File: src/rtl/play_time_bcd_pkg.sv
// Shared definitions for the playback-time formatter: channel indices,
// scheduler state encoding, BCD digit limits and the output width helper.
package play_time_pkg;

    localparam logic [1:0] CH_ELAPSED = 2'd0;
    localparam logic [1:0] CH_TOTAL   = 2'd1;
    localparam logic [1:0] CH_REMAIN  = 2'd2;

    typedef enum logic [1:0] {
        ST_SCAN  = 2'd0,
        ST_LOAD  = 2'd1,
        ST_COUNT = 2'd2,
        ST_STORE = 2'd3
    } state_t;

    localparam logic [3:0] SEC_ONES_MAX  = 4'd9;
    localparam logic [3:0] SEC_TENS_MAX  = 4'd5;
    localparam logic [3:0] MIN_DIGIT_MAX = 4'd9;

    // Packed time width: minute digits plus two second digits.
    function automatic int unsigned time_w(input int unsigned min_digits);
        return 4 * min_digits + 8;
    endfunction

    // Round-robin channel successor.
    function automatic logic [1:0] next_ch(input logic [1:0] c);
        return (c == CH_REMAIN) ? CH_ELAPSED : c + 2'd1;
    endfunction

endpackage

File: src/rtl/play_time_bcd_counter.sv
// Saturating BCD M..M:SS up-counter shared by all channels.
// Ports: clk, rst (sync, active-high), clr (zero value and sat),
//        inc (add one second), value (packed BCD), sat (increment hit max).
module bcd_time_counter
    import play_time_pkg::*;
#(
    parameter int unsigned  MIN_DIGITS = 2,
    localparam int unsigned TIME_W     = time_w(MIN_DIGITS)
) (
    input  logic              clk,
    input  logic              rst,
    input  logic              clr,
    input  logic              inc,
    output logic [TIME_W-1:0] value,
    output logic              sat
);

    localparam int unsigned NUM_DIGITS = MIN_DIGITS + 2;

    logic [TIME_W-1:0] value_next_c;
    logic              at_max_c;
    logic              carry_c;

    // Digit 0 is seconds ones, digit 1 seconds tens, the rest minutes.
    function automatic logic [3:0] digit_max(input int unsigned d);
        if (d == 0) return SEC_ONES_MAX;
        if (d == 1) return SEC_TENS_MAX;
        return MIN_DIGIT_MAX;
    endfunction

    // Ripple the +1 through the digit chain and detect 9..9:59.
    always_comb begin
        value_next_c = value;
        at_max_c     = 1'b1;
        carry_c      = 1'b1;
        for (int unsigned d = 0; d < NUM_DIGITS; d++) begin
            if (value[4*d +: 4] != digit_max(d)) begin
                at_max_c = 1'b0;
            end
            if (carry_c) begin
                if (value[4*d +: 4] == digit_max(d)) begin
                    value_next_c[4*d +: 4] = 4'd0;
                end else begin
                    value_next_c[4*d +: 4] = value[4*d +: 4] + 4'd1;
                    carry_c                = 1'b0;
                end
            end
        end
    end

    // At the maximum the value holds and sat latches until the next clear.
    always_ff @(posedge clk) begin
        if (rst || clr) begin
            value <= '0;
            sat   <= 1'b0;
        end else if (inc) begin
            if (at_max_c) begin
                sat <= 1'b1;
            end else begin
                value <= value_next_c;
            end
        end
    end

endmodule

File: src/rtl/play_time_bcd.sv
// Playback-time formatter: converts elapsed, total and remaining seconds
// into packed BCD M..M:SS using one shared counter, one channel at a time.
// Ports: sys_clk, sys_rst (sync, active-high), ram_addr_out (elapsed source),
//        music_len (total source), remain_en (enable remaining channel),
//        time_elapsed/time_total/time_remain (BCD outputs),
//        time_upd (per-channel update pulse), time_ovf (per-channel
//        saturation), busy (conversion in progress).
module play_time_bcd
    import play_time_pkg::*;
#(
    parameter int unsigned  ADDR_W     = 12,
    parameter int unsigned  SHIFT      = 2,
    parameter int unsigned  MIN_DIGITS = 2,
    localparam int unsigned TIME_W     = time_w(MIN_DIGITS)
) (
    input  logic              sys_clk,
    input  logic              sys_rst,
    input  logic [ADDR_W-1:0] ram_addr_out,
    input  logic [ADDR_W-1:0] music_len,
    input  logic              remain_en,
    output logic [TIME_W-1:0] time_elapsed,
    output logic [TIME_W-1:0] time_total,
    output logic [TIME_W-1:0] time_remain,
    output logic [2:0]        time_upd,
    output logic [2:0]        time_ovf,
    output logic              busy
);

    localparam int unsigned CNT_W = ADDR_W - SHIFT;

    state_t            state, state_next;
    logic [1:0]        ch, ch_next;
    logic [CNT_W-1:0]  tgt_e_c, tgt_t_c, tgt_r_c, tgt_cur_c, last_cur_c;
    logic [CNT_W-1:0]  last_e, last_t, last_r;
    logic [CNT_W-1:0]  goal, idx;
    logic              remain_valid, remain_en_q;
    logic              stale_c;
    logic              cnt_clr_c, cnt_inc_c;
    logic [TIME_W-1:0] cnt_value;
    logic              cnt_sat;

    // Whole-second targets; remaining time clamps at zero past the end.
    assign tgt_e_c = CNT_W'(ram_addr_out >> SHIFT);
    assign tgt_t_c = CNT_W'(music_len >> SHIFT);
    assign tgt_r_c = (tgt_e_c > tgt_t_c) ? '0 : (tgt_t_c - tgt_e_c);

    // Select target and last-converted value of the current channel.
    always_comb begin
        tgt_cur_c  = tgt_e_c;
        last_cur_c = last_e;
        case (ch)
            CH_TOTAL: begin
                tgt_cur_c  = tgt_t_c;
                last_cur_c = last_t;
            end
            CH_REMAIN: begin
                tgt_cur_c  = tgt_r_c;
                last_cur_c = last_r;
            end
            default: ;
        endcase
    end

    // An invalidated remain slot reconverts even when R itself is unchanged.
    assign stale_c = (tgt_cur_c != last_cur_c) || ((ch == CH_REMAIN) && !remain_valid);

    // Scheduler next-state and counter controls.
    always_comb begin
        state_next = state;
        ch_next    = ch;
        cnt_clr_c  = 1'b0;
        cnt_inc_c  = 1'b0;
        case (state)
            ST_SCAN: begin
                if ((ch == CH_REMAIN) && !remain_en) begin
                    ch_next = CH_ELAPSED;
                end else if (stale_c) begin
                    state_next = ST_LOAD;
                end else begin
                    ch_next = next_ch(ch);
                end
            end
            ST_LOAD: begin
                cnt_clr_c  = 1'b1;
                state_next = (tgt_cur_c != '0) ? ST_COUNT : ST_STORE;
            end
            ST_COUNT: begin
                cnt_inc_c = 1'b1;
                if ((idx + CNT_W'(1)) == goal) begin
                    state_next = ST_STORE;
                end
            end
            ST_STORE: begin
                state_next = ST_SCAN;
                ch_next    = next_ch(ch);
            end
            default: state_next = ST_SCAN;
        endcase
    end

    // State register.
    always_ff @(posedge sys_clk) begin
        if (sys_rst) begin
            state <= ST_SCAN;
        end else begin
            state <= state_next;
        end
    end

    // Channel pointer, snapshots and registered outputs.
    always_ff @(posedge sys_clk) begin
        if (sys_rst) begin
            ch           <= CH_ELAPSED;
            goal         <= '0;
            idx          <= '0;
            last_e       <= '0;
            last_t       <= '0;
            last_r       <= '0;
            remain_valid <= 1'b1;
            // A level held through reset is not treated as a rising edge.
            remain_en_q  <= remain_en;
            time_elapsed <= '0;
            time_total   <= '0;
            time_remain  <= '0;
            time_upd     <= '0;
            time_ovf     <= '0;
            busy         <= 1'b0;
        end else begin
            ch          <= ch_next;
            busy        <= (state_next != ST_SCAN);
            time_upd    <= '0;
            remain_en_q <= remain_en;
            if (remain_en && !remain_en_q) begin
                remain_valid <= 1'b0;
            end
            case (state)
                ST_LOAD: begin
                    goal <= tgt_cur_c;
                    idx  <= '0;
                    case (ch)
                        CH_ELAPSED: last_e <= tgt_cur_c;
                        CH_TOTAL:   last_t <= tgt_cur_c;
                        CH_REMAIN: begin
                            last_r       <= tgt_cur_c;
                            remain_valid <= 1'b1;
                        end
                        default: ;
                    endcase
                end
                ST_COUNT: idx <= idx + CNT_W'(1);
                ST_STORE: begin
                    case (ch)
                        CH_ELAPSED: begin
                            time_elapsed <= cnt_value;
                            time_ovf[0]  <= cnt_sat;
                            time_upd     <= 3'b001;
                        end
                        CH_TOTAL: begin
                            time_total  <= cnt_value;
                            time_ovf[1] <= cnt_sat;
                            time_upd    <= 3'b010;
                        end
                        CH_REMAIN: begin
                            time_remain <= cnt_value;
                            time_ovf[2] <= cnt_sat;
                            time_upd    <= 3'b100;
                        end
                        default: ;
                    endcase
                end
                default: ;
            endcase
        end
    end

    bcd_time_counter #(
        .MIN_DIGITS (MIN_DIGITS)
    ) u_counter (
        .clk   (sys_clk),
        .rst   (sys_rst),
        .clr   (cnt_clr_c),
        .inc   (cnt_inc_c),
        .value (cnt_value),
        .sat   (cnt_sat)
    );

endmodule

File: config.mk
export PLATFORM = sky130hd
export DESIGN_NAME = play_time_bcd
export DESIGN_NICKNAME = d
export VERILOG_FILES = /design/src/rtl/play_time_bcd_pkg.sv /design/src/rtl/play_time_bcd_counter.sv /design/src/rtl/play_time_bcd.sv
export SDC_FILE = /design/constraint.sdc
export NUM_CORES = 1
export LEC_CHECK = 0
export CAP_MARGIN = 20
export CELL_PAD_IN_SITES_DETAIL_PLACEMENT = 1
export CELL_PAD_IN_SITES_GLOBAL_PLACEMENT = 1
export CORE_ASPECT_RATIO = 1.2
export CORE_MARGIN = 5
export CORE_UTILIZATION = 37
export DETAILED_ROUTE_END_ITERATION = 6
export PLACE_DENSITY = 0.81
export SKIP_LAST_GASP = 1
export SYNTH_ARGS = -nofsm -noshare
export SYNTH_HDL_FRONTEND = slang
export SYNTH_SLANG_ARGS = --single-unit
File: constraint.sdc
create_clock -name sys_clk -period 3.5 [get_ports sys_clk]
set_clock_uncertainty 0.15 [all_clocks]
set_input_delay 0.7 -clock sys_clk [delete_from_list [all_inputs] [get_ports sys_clk]]
set_output_delay 0.7 -clock sys_clk [all_outputs]
set_load 0.05 [all_outputs]
==> reports/qor.txt, run 1 <==
post-synthesis cell type count -> 73
slowest CP cell -> o311ai_2
switching power -> 1.38 mW
fin. max-slew vios -> 0
CTS buffer count -> 17
Flop pwr share -> 37.1%
Worst slew margin -> 42.6%
violated checks -> negative setup slack
Hold Path Class -> reg -> reg
first-pass GRT wire length -> 38.4 mm
pin count of the biggest net entering global routing -> 71
placed inst area -> 8130 µm²
Seq/Total Area, Yosys -> 38.4%
Switching Fraction -> 32.6%
Critical Path, Cell by Cell -> clkdlybuf4s15_2 -> ha_4 -> fa_2 -> nor2b_4 -> o2111a_2 -> buf_6 -> buf_4 -> nor3_1 -> a21oi_1 -> xnor2_1 -> buf_4 -> a2bb2oi_1 -> o21ai_2 -> o311ai_2 -> a21oi_2
overall routing resource usage -> 22.8%
worst setup margin -> -51.3 ps
largest family of logic cells by synthesized area -> simple AND/OR/NAND/NOR gates
worst path buffer plus inverter count -> 4
pwr dens -> 465 nW/µm²
vias in the first global route -> 7382
critical path class -> in -> reg
met2 Use GR -> 42.1%
critical path startpoint -> ram_addr_out[2]
final WL -> 24.7 mm
DP Cell Count -> 1194
Post-Synth Simple-Gate Area -> 24.7%
final hold violations -> 0
Required @ worst endpoint -> 3620 ps
via count -> 6924
Compound-Gate Fraction of Synth Area -> 19.6%
count leader, synth -> nand2_1
Post-synth EDFFs -> 0
RSZ-0062 raised after global routing -> yes
FILL cells -> 2101
CP Data Arrival Time -> 3670 ps
Core Box Area -> 17600 µm²
synthesis-to-finish area growth -> 36.5%
synth cell count leaders -> nand2_1 (199), dfxtp_1 (128), a21oi_1 (121), nor2_1 (68), clkbuf_1 (41)
cts hold-fix bufs -> 0
htree depth -> 4
Port Buf Inserts -> 77
cell area after layout -> 9110 µm²
Max FO, Critical Path -> 4
die area -> 20800 µm²
Overflow after GRT -> 0
# clock sinks -> 128
status -> complete, but fails checks
multiplexer area fraction after synthesis -> 3.66%
Setup violations, final -> 2
Total Nets Final -> 1052
Post-synth ARST share -> 0%
Synth area leaders -> dfxtp_1 (38%), nand2_1 (11%), a21oi_1 (9.1%)
Synth Area per Inst -> 7.70 µm²
Reg clk slew, reported paths -> 70 ps
post-synth top area share -> 38.4%
Startpoint Class -> input port
Tmin final -> 3550 ps
Clock Path Buffers -> 2
most used cell, CP -> buf_4
final period utilization -> 101%
DR iter-0 viols -> 450
RR Startpoint -> ch[0]$_SDFFE_PP0P_
cell family with most CP delay -> compound AO/OA/AOI/OAI gates
synthesized area -> 6680 µm²
leak pwr -> 3.28 nW
drt first pass iters -> 5
share of cells above drive strength 1 -> 19.7%
Gate Count Post-Synth -> 867
FP Rows -> 53
gr busiest metal -> met2
CTS tree -> yes
Int Pwr -> 2.85 mW
root buf cell -> clkbuf_16
Clock Latency Late Sink -> 420 ps
MaxCap Viol Count -> 0
DRT antenna net count -> 0
Slew @ Worst Pin -> 858 ps
synthesis warning total -> 0
post-synthesis adder-cell area fraction -> 3.86%
hold path start -> time_remain[11]$_SDFFE_PP0P_
Yosys top cell by area -> dfxtp_1
Post-Layout Cell Count -> 1238
die width -> 133 µm
xor/xnor share of the synthesized area -> 4.85%
Routed WL per cell -> 20.0 µm
initial core utilization -> 37.8%
Synth Register Bits -> 128
gpl congestion -> 0.910
# diodes -> 0
DP Wirelength -> 16.2 mm
initial antenna violation count -> 0
ys flop type -> dfxtp_1
# DRC -> 0
met3 usage -> 4.67%
Highest Clock Rate -> 282 MHz
die height -> 157 µm
crit end category -> flop
Via density -> 5.59
Worst path max stage delay -> 380 ps
IO Pins -> 82
maximum vdd drop -> 0.000339 V
Clock Power Share -> 39.9%
WHS -> 305 ps
Syn Nets -> 914
met1 usage -> 25.1%
combinational share of power -> 23.0%
-- per-layer routing --
layer | wire (µm) | vias up | share of wire, %
met1 | 9600 | 3394 | 39
li1 | - | 3228 | -
met2 | 13000 | 215 | 52
met3 | 1100 | 87 | 4.5
met4 | 1050 | 0 | 4.2
met5 | 0 | - | 0
-- cells by family (layout without fill, tap and decap cells) --
logic type      after synthesis  after routing
compound gates              210            210
xor+xnor                     37             37
fa+ha+maj                    20             20
buf+inv                      81            232
flops                       128            128
mux                          23             23
simple gates                368            368
-- worst reg2reg max path, cell delays in order, from the launching register on --
cell and delay, ps:
dfxtp_1 390, inv_1 100, ha_1 520, inv_1 210, a21boi_0 390, o21ai_0 280, a21oi_2 260, nand4bb_4 150
o41ai_4 390, o311ai_2 200, a21oi_2 210
-- cell type report --
| type | count | area [µm²] | share of cell area, % |
|---|---|---|---|
| Clock inverter | 14 | 121 | 1.33 |
| Clock buffer | 18 | 439 | 4.82 |
| Inverter | 28 | 105 | 1.15 |
| Sequential cell | 128 | 2560 | 28.1 |
| Timing Repair Buffer | 172 | 1490 | 16.3 |
| Tap cell | 220 | 275 | 3.02 |
| Multi-Input combinational cell | 658 | 4120 | 45.3 |
-- placed cells by master (no fill, tap or decap), types with 9 or more instances in the layout --
master             n
nor3_1            14
buf_4             91
xnor2_1           24
nor2_1            68
mux2i_1           18
nand2_1          199
nand3_1           26
ha_4               9
dfxtp_1          128
xor2_1            10
dlygate4sd2_1     13
clkdlybuf4s50_1   56
ha_1              10
a21oi_1          116
clkbuf_16         17
o21ai_0           19
and2_1            10
inv_1             20
nand2b_1          15
-- per-stage QoR --
stage,setup slack [ps],power [mW],util (%),setup TNS [ps]
after floorplan,51.3,2.12,-,0
after global placement,-646,2.42,46.1,-4730
after detailed placement,-731,2.45,46.1,-5860
after CTS,6.01,4.20,50.9,0
after global routing,-94.1,4.40,51.7,-262
final,-51.3,4.23,51.7,-63.0
-- registers in the layout, indices dropped and copies added, names as in the netlist, 2 cells and up --
signal           flops
last_t              10
u_counter.value     16
time_upd             3
time_remain         16
time_elapsed        16
ch                   2
idx                 10
time_ovf             3
last_e              10
goal                10
state                2
time_total          16
last_r              10
-- final timing paths --
check	end	slack, ps	cells after the start
worst max register to register	busy$_SDFF_PP0_	190	10
worst max-delay path	busy$_SDFF_PP0_	-50	15
worst min register to register	time_remain[11]$_SDFFE_PP0P_	310	2
worst min-delay path	time_remain[11]$_SDFFE_PP0P_	310	2
-- power groups by stage --
stage | registers, mW | clock network [mW] | logic (mW)
floorplan | 1.59 | 0 | 0.529
global placement | 1.59 | 0 | 0.830
detailed placement | 1.60 | 0 | 0.848
CTS | 1.57 | 1.70 | 0.926
global route | 1.57 | 1.78 | 1.04
finish | 1.57 | 1.69 | 0.974
-- repair_timing --
action                                  4_1_cts  5_1_grt
cloned                                        1        0
pin swaps                                    21       14
gates resized for setup                      68       22
setup buffers                                 7        4
endpoints found under the setup margin        4        4
No activity file was read; power rests on OpenSTA's default activity.
==> inputs of run 2 (changes only) <==
--- a/config.mk
+++ b/config.mk
@@ -6,13 +6,11 @@
 export NUM_CORES = 1
 export LEC_CHECK = 0
 export CAP_MARGIN = 20
-export CELL_PAD_IN_SITES_DETAIL_PLACEMENT = 1
-export CELL_PAD_IN_SITES_GLOBAL_PLACEMENT = 1
 export CORE_ASPECT_RATIO = 1.2
 export CORE_MARGIN = 5
-export CORE_UTILIZATION = 37
+export CORE_UTILIZATION = 51
 export DETAILED_ROUTE_END_ITERATION = 6
-export PLACE_DENSITY = 0.81
+export PLACE_DENSITY = 0.82
 export SKIP_LAST_GASP = 1
 export SYNTH_ARGS = -nofsm -noshare
 export SYNTH_HDL_FRONTEND = slang
==> reports/qor.txt, run 2 (synthesis gave the netlist of run 1 again) <==
CTS tree -> yes
Startpoint Class -> input port
Final Core Density -> 69.6% (+18 points)
Setup violations, final -> 0 (-2)
Clock Path Buffers -> 2 (unchanged)
share of cells above drive strength 1 -> 17.2% (-2.5 points)
Hold Path Class -> reg -> reg
final period utilization -> 97.2% (-4.2 points)
Worst slew margin -> 49.5% (+7.0 points)
Max FO, Critical Path -> 5 (+1)
drt first pass iters -> 5 (unchanged)
Reg2Reg Setup Slack -> 330 ps (+140 ps)
vias in the first global route -> 6455 (-13%)
MaxCap Viol Count -> 0 (unchanged)
final WL -> 19.9 mm (-19%)
Core Box Area -> 12700 µm² (-28%)
pwr dens -> 478 nW/µm² (+2.9%)
FP Rows -> 45 (-15%)
pre-CTS setup slack -> -759 ps (-28.2 ps)
fin. max-slew vios -> 0 (unchanged)
cts hold-fix bufs -> 0 (unchanged)
DP Wirelength -> 13.6 mm (-16%)
die width -> 114 µm (-14%)
Port Buf Inserts -> 77 (unchanged)
IO Pins -> 82 (unchanged)
Clock Latency Late Sink -> 410 ps (about the same)
most frequent cells in the layout -> nand2_1 (199), dfxtp_1 (128), a21oi_1 (119)
commonest non-fill, non-tap cell in the layout -> nand2_1
die area -> 15500 µm² (-26%)
Via density -> 5.66 (+1.2%)
critical path class -> in -> reg
CP Data Arrival Time -> 3590 ps (-80 ps)
status -> complete, no violations
gpl congestion -> 0.950 (+4.5%)
initial core utilization -> 52.5% (+15 points)
Overflow after GRT -> 0 (unchanged)
Total Nets Final -> 1039 (-1.2%)
DR iter-0 viols -> 430 (-4.4%)
first-pass GRT wire length -> 31.7 mm (-17%)
crit end category -> flop
synthesis-to-finish area growth -> 32.7%
final hold violations -> 0 (unchanged)
pin count of the biggest net entering global routing -> 48 (-32%)
Tmin final -> 3400 ps (-148 ps)
leak pwr -> 3.18 nW (-3.0%)
# DRC -> 0 (unchanged)
worst setup margin -> 96.4 ps (+148 ps)
# diodes -> 0 (unchanged)
Routed WL per cell -> 17.0 µm (-15%)
Reg clk slew, reported paths -> 60 ps (about the same)
Slew @ Worst Pin -> 757 ps (-101 ps)
maximum vdd drop -> 0.000478 V (+41%)
DRT antenna net count -> 0 (unchanged)
htree depth -> 4 (unchanged)
die height -> 135 µm (-14%)
via count -> 6609 (-4.5%)
Required @ worst endpoint -> 3690 ps (+70 ps)
overall routing resource usage -> 25.2% (+2.3 points)
CTS buffer count -> 17 (unchanged)
initial antenna violation count -> 0 (unchanged)
WHS -> 304 ps (-1.02 ps)
# clock sinks -> 128 (unchanged)
Highest Clock Rate -> 294 MHz (+4.3%)
root buf cell -> clkbuf_16
run 2: final cells by class:
| class | instances | area (µm²) |
|---|---|---|
| multi-input combinational | 658 | 4010 |
| fill | 956 | 3870 |
| sequential | 128 | 2560 |
| timing repair buffer | 159 | 1380 |
| clock buffer | 19 | 443 |
| tap | 164 | 205 |
| clock inverter | 12 | 160 |
| inverter | 28 | 105 |
run 2: timing repair:
action | CTS | global route
setup endpoints to repair | 4 | 4
gates cloned | 0 | 0
setup buffers | 5 | 4
pin swaps | 16 | 14
gates resized for setup | 42 | 33
run 2: final timing paths:
check / depth (start not counted) / startpoint / to
max: 12 / music_len[4] / ch[0]$_SDFFE_PP0P_
min: 2 / time_elapsed[14]$_SDFFE_PP0P_ / time_elapsed[14]$_SDFFE_PP0P_
max reg2reg: 11 / ch[0]$_SDFFE_PP0P_ / busy$_SDFF_PP0_
min reg2reg: 2 / time_elapsed[14]$_SDFFE_PP0P_ / time_elapsed[14]$_SDFFE_PP0P_
run 2: metrics by stage:
stage | cell area (µm²) | power (mW) | TNS, ps | instances
after floorplan | 6690 | 2.12 | 0 | 867
after global placement | 7990 | 2.39 | -4480 | 1128
after detailed placement | 7990 | 2.40 | -5870 | 1128
after CTS | 8730 | 4.21 | 0 | 1164
after global routing | 8860 | 4.38 | -11.6 | 1168
final | 8860 | 4.23 | 0 | 1168
run 2: routing by layer:
layer / vias to the layer above / wire [µm] / GRT usage [%]
met3: 55 / 1070 / 4.51
met2: 231 / 10000 / 44.1
met1: 3105 / 8070 / 29.2
met4: 0 / 752 / 12.3
li1: 3218 / - / -
met5: - / 0 / 0
run 2: power by group:
group	switching, mW	internal [mW]
Clock	0.651	1.14
Combinational	0.516	0.362
Sequential	0.0520	1.51
Total	1.22	3.01
run 2: worst max-delay path, stage by stage:
cell	delay (ps)
clkdlybuf4s15_1	270
ha_4	260
nor2b_4	120
o2111a_2	310
o311ai_4	410
buf_6	180
nor2b_1	50
mux2_4	280
nor4b_4	300
o2111ai_4	190
o31ai_4	320
mux2i_1	220
==> inputs of run 3 (changes only) <==
--- a/config.mk
+++ b/config.mk
@@ -9,7 +9,10 @@
 export CORE_ASPECT_RATIO = 1.2
 export CORE_MARGIN = 5
 export CORE_UTILIZATION = 51
+export CTS_CLUSTER_DIAMETER = 30
 export DETAILED_ROUTE_END_ITERATION = 6
+export GPL_ROUTABILITY_DRIVEN = 0
+export HOLD_SLACK_MARGIN = 0.08
 export PLACE_DENSITY = 0.82
 export SKIP_LAST_GASP = 1
 export SYNTH_ARGS = -nofsm -noshare
==> reports/qor.txt, run 3 (synthesis gave the netlist of run 1 again) <==
switching power -> 1.27 mW (+3.8%)
initial core utilization -> 52.5% (unchanged)
crit end category -> flop
# DRC -> 0 (unchanged)
Final Core Density -> 69.8% (+0.14 points)
Worst path max stage delay -> 570 ps (+160 ps)
final hold violations -> 0 (unchanged)
Tmin final -> 3430 ps (+24.5 ps)
Worst slew margin -> 48.6% (-0.97 points)
most used cell, CP -> buf_4
share of cells above drive strength 1 -> 18.0% (+0.79 points)
Int Pwr -> 2.80 mW (-7.3%)
final WL -> 20.0 mm (+0.37%)
MaxCap Viol Count -> 0 (unchanged)
Required @ worst endpoint -> 3650 ps (-40 ps)
pin count of the biggest net entering global routing -> 46 (-4.2%)
Routed WL per cell -> 17.0 µm (-0.14%)
Switching Fraction -> 31.2% (+2.4 points)
overall routing resource usage -> 25.5% (+0.30 points)
Core Box Area -> 12700 µm² (unchanged)
htree depth -> 4 (unchanged)
# diodes -> 0 (unchanged)
Slew @ Worst Pin -> 766 ps (+9.00 ps)
leak pwr -> 3.22 nW (+1.3%)
fin. max-slew vios -> 0 (unchanged)
Highest Clock Rate -> 292 MHz (-0.72%)
worst setup margin -> 71.9 ps (-24.5 ps)
pre-CTS setup slack -> -690 ps (+68.4 ps)
DRT antenna net count -> 0 (unchanged)
combinational share of power -> 22.0% (+1.3 points)
FP Rows -> 45 (unchanged)
critical path class -> in -> reg
Post-Layout Cell Count -> 1174 (+0.51%)
Clock Power Share -> 39.5% (-2.8 points)
met2 Use GR -> 45.0% (+0.87 points)
met1 usage -> 28.5% (-0.69 points)
die width -> 114 µm (unchanged)
most frequent cells in the layout -> nand2_1 (199), dfxtp_1 (128), a21oi_1 (120)
# clock sinks -> 128 (unchanged)
final period utilization -> 97.9% (+0.70 points)
IO Pins -> 82 (unchanged)
initial antenna violation count -> 0 (unchanged)
pwr dens -> 458 nW/µm² (-4.3%)
maximum vdd drop -> 0.000431 V (-9.8%)
DR iter-0 viols -> 473 (+10%)
Clock Latency Late Sink -> 420 ps (about the same)
gr busiest metal -> met2
DP Cell Count -> 1132 (+0.35%)
CP Data Arrival Time -> 3580 ps (about the same)
total power -> 4.06 mW (-4.1%)
die area -> 15500 µm² (unchanged)
Port Buf Inserts -> 77 (unchanged)
Max FO, Critical Path -> 8 (+3)
Critical Path, Cell by Cell -> dlygate4sd2_1 -> ha_4 -> nor2b_4 -> o2111a_2 -> o311ai_4 -> buf_4 -> buf_4 -> nor2_1 -> a2111oi_1 -> a221oi_4 -> o2111ai_4 -> o31ai_4 -> mux2i_1
CTS tree -> yes
Overflow after GRT -> 0 (unchanged)
via count -> 6704 (+1.4%)
status -> complete, no violations
Total Nets Final -> 1044 (+0.48%)
commonest non-fill, non-tap cell in the layout -> nand2_1
synthesis-to-finish area growth -> 33.0%
Flop pwr share -> 38.5% (+1.5 points)
CTS buffer count -> 17 (unchanged)
first-pass GRT wire length -> 32.0 mm (+1.2%)
vias in the first global route -> 6672 (+3.4%)
Startpoint Class -> input port
DP Wirelength -> 13.6 mm (+0.30%)
Clock Path Buffers -> 2 (unchanged)
Setup violations, final -> 0 (unchanged)
drt first pass iters -> 5 (unchanged)
Hold Path Class -> reg -> reg
slowest CP cell -> a2111oi_1
Reg clk slew, reported paths -> 60 ps (about the same)
Fin Setup TNS -> 0 ps (unchanged)
root buf cell -> clkbuf_16
die height -> 135 µm (unchanged)
met3 usage -> 5.50% (+0.98 points)
Via density -> 5.71 (+0.92%)
[run 3: metrics by stage]
stage | hold WS [ps] | instance area, µm²
2_1_floorplan | 286 | 6690
3_3_place_gp | 291 | 8020
3_5_place_dp | 297 | 8020
4_1_cts | 305 | 8820
5_1_grt | 321 | 8880
6_report | 303 | 8880
[run 3: area by class of cell]
type                       instances  area [µm²]
multi-input combinational        658        4040
fill                             979        3850
sequential                       128        2560
timing repair buffer             164        1420
clock buffer                      18         429
tap                              164         205
clock inverter                    14         109
inverter                          28         105
[run 3: power by group through the flow]
stage / Clock [mW] / Sequential, mW / Combinational, mW
floorplan: 0 / 1.59 / 0.529
global placement: 0 / 1.59 / 0.797
detailed placement: 0 / 1.59 / 0.810
CTS: 1.61 / 1.56 / 0.866
global route: 1.68 / 1.57 / 0.965
finish: 1.60 / 1.56 / 0.895
[run 3: final timing paths]
check	start	end	slack, ps	depth (start not counted)
min	time_remain[15]$_SDFFE_PP0P_	time_remain[15]$_SDFFE_PP0P_	300	2
min reg2reg	time_remain[15]$_SDFFE_PP0P_	time_remain[15]$_SDFFE_PP0P_	300	2
max	music_len[4]	ch[0]$_SDFFE_PP0P_	70	13
max reg2reg	ch[1]$_SDFFE_PP0P_	ch[0]$_SDFFE_PP0P_	380	12
[run 3: layer usage]
metal | wire length (µm) | part of all wire, % | up-vias
li1 | - | - | 3227
met1 | 7700 | 39 | 3137
met2 | 10100 | 51 | 274
met3 | 1340 | 6.7 | 66
met4 | 792 | 4.0 | 0
met5 | 0 | 0 | -
[run 3: repair_timing]
action,4_1_cts,5_1_grt
resized for setup,55,23
hold buffers,0,0
setup buffers,8,2
pin swaps,19,10
endpoints found under the setup margin,4,4
[run 3: critical path, delay by kind of cell]
kind                       cells  cell delay [ps]
and+or+nand+nor                2              180
adders and majority gates      1              260
muxes                          1              140
AOI/OAI and AO/OA              6             1660
buffers and inverters          3              630
